**src/rtl/mm_read_arbiter.sv**
```systemverilog
// Main-memory read arbiter: grants one of NUM_CH read channels per cycle, drives the
// synchronous RAM read address, and returns the RAM data tagged with the owning
// channel MEM_LAT+1 cycles after the grant.
// Build option: define MM_ARB_ROUND_ROBIN_EN for round-robin arbitration; the default
// is fixed priority with the highest channel index winning.
module mm_read_arbiter #(
    parameter int unsigned NUM_CH  = 3,
    parameter int unsigned ADDR_W  = 19,
    parameter int unsigned DATA_W  = 8,
    parameter int unsigned MEM_LAT = 1
) (
    input  logic                     clk,
    input  logic                     rst,
    input  logic [NUM_CH-1:0]        req,
    input  logic [NUM_CH*ADDR_W-1:0] addr,
    output logic [NUM_CH-1:0]        gnt,
    output logic [ADDR_W-1:0]        mem_raddr,
    input  logic [DATA_W-1:0]        mem_rdata,
    output logic [DATA_W-1:0]        rdata,
    output logic [NUM_CH-1:0]        rvalid
);

    localparam int unsigned IDX_W = (NUM_CH > 1) ? $clog2(NUM_CH) : 1;

    logic              win_valid;
    logic [IDX_W-1:0]  win_idx;
    logic [NUM_CH-1:0] gnt_d, gnt_q;
    logic [ADDR_W-1:0] mem_raddr_d, mem_raddr_q;
    logic [DATA_W-1:0] rdata_q;

    // Tag stage k holds the grant issued k+1 edges earlier; the last stage is rvalid.
    logic [NUM_CH-1:0] tag_q [MEM_LAT+1];

`ifdef MM_ARB_ROUND_ROBIN_EN
    logic [IDX_W-1:0] ptr_d, ptr_q;
    logic [IDX_W-1:0] cand;

    // Round-robin winner: first requester at or after the pointer, wrapping.
    always_comb begin
        win_valid = 1'b0;
        win_idx   = '0;
        cand      = '0;
        for (int unsigned k = 0; k < NUM_CH; k++) begin
            cand = IDX_W'((32'(ptr_q) + k) % NUM_CH);
            if (!win_valid && req[cand]) begin
                win_valid = 1'b1;
                win_idx   = cand;
            end
        end
    end

    // Pointer moves just past the winner; it holds when nobody is granted.
    always_comb begin
        ptr_d = ptr_q;
        if (win_valid) begin
            ptr_d = (win_idx == IDX_W'(NUM_CH - 1)) ? '0 : win_idx + IDX_W'(1);
        end
    end

    // Round-robin pointer register.
    always_ff @(posedge clk or posedge rst) begin
        if (rst) begin
            ptr_q <= '0;
        end else begin
            ptr_q <= ptr_d;
        end
    end
`else
    // Fixed priority winner: the highest set request index overrides lower ones.
    always_comb begin
        win_valid = 1'b0;
        win_idx   = '0;
        for (int unsigned i = 0; i < NUM_CH; i++) begin
            if (req[i]) begin
                win_valid = 1'b1;
                win_idx   = IDX_W'(i);
            end
        end
    end
`endif

    // Grant pulse and RAM address for the winner; address holds when idle.
    always_comb begin
        gnt_d       = '0;
        mem_raddr_d = mem_raddr_q;
        if (win_valid) begin
            gnt_d       = NUM_CH'(1) << win_idx;
            mem_raddr_d = addr[32'(win_idx) * ADDR_W +: ADDR_W];
        end
    end

    // Grant and address registers.
    always_ff @(posedge clk or posedge rst) begin
        if (rst) begin
            gnt_q       <= '0;
            mem_raddr_q <= '0;
        end else begin
            gnt_q       <= gnt_d;
            mem_raddr_q <= mem_raddr_d;
        end
    end

    // Tag pipeline follows the RAM latency; reset discards every read in flight.
    always_ff @(posedge clk or posedge rst) begin
        if (rst) begin
            for (int unsigned k = 0; k <= MEM_LAT; k++) begin
                tag_q[k] <= '0;
            end
        end else begin
            tag_q[0] <= gnt_q;
            for (int unsigned k = 1; k <= MEM_LAT; k++) begin
                tag_q[k] <= tag_q[k-1];
            end
        end
    end

    // Capture RAM data on the edge a tag enters the last stage; hold otherwise.
    always_ff @(posedge clk or posedge rst) begin
        if (rst) begin
            rdata_q <= '0;
        end else if (|tag_q[MEM_LAT-1]) begin
            rdata_q <= mem_rdata;
        end
    end

    assign gnt       = gnt_q;
    assign mem_raddr = mem_raddr_q;
    assign rdata     = rdata_q;
    assign rvalid    = tag_q[MEM_LAT];

endmodule
```
**config.mk**
```make
export PLATFORM = sky130hd
export DESIGN_NAME = mm_read_arbiter
export DESIGN_NICKNAME = d
export VERILOG_FILES = /design/src/rtl/mm_read_arbiter.sv
export SDC_FILE = /design/constraint.sdc
export NUM_CORES = 1
export LEC_CHECK = 0
export BUFFER_PORTS_ARGS = -buffer_cell sky130_fd_sc_hd__buf_2
export CELL_PAD_IN_SITES_DETAIL_PLACEMENT = 0
export CELL_PAD_IN_SITES_GLOBAL_PLACEMENT = 2
export CORE_MARGIN = 2
export CORE_UTILIZATION = 25
export CTS_CLUSTER_DIAMETER = 40
export DETAILED_ROUTE_END_ITERATION = 12
export PLACE_DENSITY = 0.89
export SLEW_MARGIN = 20
export SYNTH_ARGS = -nofsm -noshare
export SYNTH_HDL_FRONTEND = slang
export SYNTH_SLANG_ARGS = --single-unit
```
**constraint.sdc**
```tcl
create_clock -name clk -period 4 [get_ports clk]
set_clock_uncertainty 0.2 [all_clocks]
set_input_delay 0.8 -clock clk [delete_from_list [all_inputs] [get_ports clk]]
set_output_delay 0.8 -clock clk [all_outputs]
set_load 0.05 [all_outputs]
```
==> flow_metrics.tcl <==
set metrics [dict create \
    drc 0 \
    die_area_um2 6800 \
    clock_latency_ns 0.28 \
    hold_depth 0 \
    synth_most_common_cell "dfrtp_1" \
    hold_path.class "register to register" \
    place.gp.congestion 0.667 \
    grt_pass1_vias 1339 \
    grt_max_degree 40 \
    powerDensity_nw_per_um2 450 \
    htreeDepth 2 \
    yosysUniqueCellTypes 18 \
    fp.dieW_um 82.5 \
    synth_common_cells "dfrtp_1 (36), o22ai_1 (28), a21oi_1 (19)" \
    antennaDiodeCount 0 \
    hold_buffers 0 \
    die_y_um 82.5 \
    cp-end-kind "register" \
    num-fill-cells 602 \
    synth_nets 193 \
    rsz0062_at_grt "no" \
    finalCriticalPeriod_ns 2.05 \
    clock-sinks 36 \
    final.setup.tns_ns 0 \
    clkSlewWorstSetupHoldPaths_ns 0.07 \
    setup.worst_path.start_class "input port" \
    ys.flop_type "dfrtp_1" \
    postSynthAreaPerCell_um2 12.5 \
    rows 28 \
    postCtsResizedCells 0 \
    synth_edf_count 0 \
    boundaryPins 103 \
    post-route-util_pct 36.4 \
    timing.final.setup_violations 0 \
    r2r_cells 2 \
    synth_top_area_share_pct 58.5 \
    ant_nets 0 \
    ff_latch_area_um2 901 \
    yosysSeqAreaShare_pct 58.5 \
    whs_ns 0.183 \
    dr.pass1.iters 4 \
    grt_pass1_wl_um 5960 \
    totalWireLength_um 3880 \
    finalCritPeriodShare_pct 51.2 \
    drive_above_1_share_pct 59.5 \
    antenna_found_initial 0 \
    ys_seq_elements 36 \
    clockBufferDepth 2 \
    area_growth_pct 39.9 \
    cellLeakagePower_nw 1.03 \
    required_ns 3.93 \
    core_um2 5920 \
    dp_hpwl_um 2890 \
    post_cts_buffers 0 \
    worst_slew_pin_slew_ns 0.863 \
    fmax_ghz 0.489 \
    initial_core_util_pct 26.0 \
    status "finished clean" \
    slew_headroom_pct 42.5 \
    wire_per_inst_um 13.2 \
    multiInputGateArea_um2 518 \
    cts_tree "built" \
    yosys-top-cells-area "dfrtp_1 (59%), o22ai_1 (11%), o22ai_2 (8.1%)" \
    finalHoldViolCount 0 \
    port_buffers 102 \
    cts_root_buf "clkbuf_8" \
    num_vias 1363 \
    grt_use_total_pct 11.8 \
    syn_inst 123 \
    drt-initial-drc-count 25 \
    total_power_mw 0.970 \
    ys_warn_count 0 \
    grt_overflow_total 0 \
    report.final.slew_viol_count 0 \
    syn_area_um2 1540 \
    via_per_inst 4.62 \
    cp_max_fo 19 \
    cap_violations 0 \
    async_flop_share_pct 100 \
    cts_inserted_buffers 5 \
    synth_top_area_cell "dfrtp_1" \
    worstSetupPathType "input port to register" \
    fin_nets 289 \
    peakVddDrop_uv 139 \
    worstPathArrival_ns 1.98 \
]
[area by class of cell]
class                   count  area share (%)
repair buffers            103            24.1
clock buffers               5            3.20
multi-input cells          70            24.1
clock inverters             3            1.98
well taps                  75            4.36
inverters                   3           0.523
flip-flops and latches     36            41.8
[metal layers]
metal / track usage (%) / part of all wire, %
met1: 13.6 / 41
met2: 20.0 / 49
met3: 4.13 / 8.9
met4: 4.33 / 1.3
met5: 0 / 0
[metrics by stage]
stage	cells	worst slack [ns]	area [µm²]
after floorplan	123	2.07	1540
after global routing	295	1.88	2150
after detailed placement	287	1.64	2040
after CTS	295	1.94	2150
final	295	1.95	2150
after global placement	287	1.52	2040
[flip-flops by register name (all words and copies together) (netlist names)]
register and count:
mem_raddr 19, rdata 8, gnt 3, tag_q 3
rvalid 3
[cell families after synthesis]
kind of cell | count (synthesis) | synth area share (%)
AO/OA/AOI/OAI | 57 | 25.7
flip-flops | 36 | 58.5
buffers and inverters | 17 | 7.80
multiplexers | 8 | 5.85
AND/OR/NAND/NOR | 5 | 2.11
[worst max-delay path, stage by stage]
cell	delay [ns]
buf_2	0.12
or3_1	0.73
o22ai_1	0.25
a21oi_1	0.06
[layout by cell type (no fill, tap or decap)]
master / count
dfrtp_1: 36
and3_1: 1
o22ai_1: 28
inv_1: 2
clkinvlp_4: 1
o22ai_2: 10
mux2_2: 8
buf_2: 102
clkbuf_8: 5
nor3_2: 1
or3_1: 1
buf_4: 1
nor2_1: 1
bufinv_16: 1
nand2b_1: 1
clkinv_2: 1
inv_2: 1
a21oi_1: 19
[power breakdown]
part / switching (mW) / total [mW] / internal, mW
registers: 0.0166 / 0.412 / 0.395
logic: 0.169 / 0.245 / 0.0764
clock network: 0.129 / 0.313 / 0.184
total: 0.314 / 0.970 / 0.656
[path summary, 6_finish.rpt]
path | startpoint | to | slack [ns]
min reg2reg | gnt[1]$_DFF_PP0_ | tag_q[4]$_DFF_PP0_ | 0.18
max reg2reg | tag_q[4]$_DFF_PP0_ | rdata[4]$_DFFE_PP0P_ | 2.36
min in group asynchronous | rst | mem_raddr[18]$_DFFE_PP0P_ | 0.42
max in group asynchronous | rst | rdata[1]$_DFFE_PP0P_ | 2.47
min | gnt[1]$_DFF_PP0_ | tag_q[4]$_DFF_PP0_ | 0.18
max | req[2] | mem_raddr[8]$_DFFE_PP0P_ | 1.95
Power figures use the tool's default switching activity.
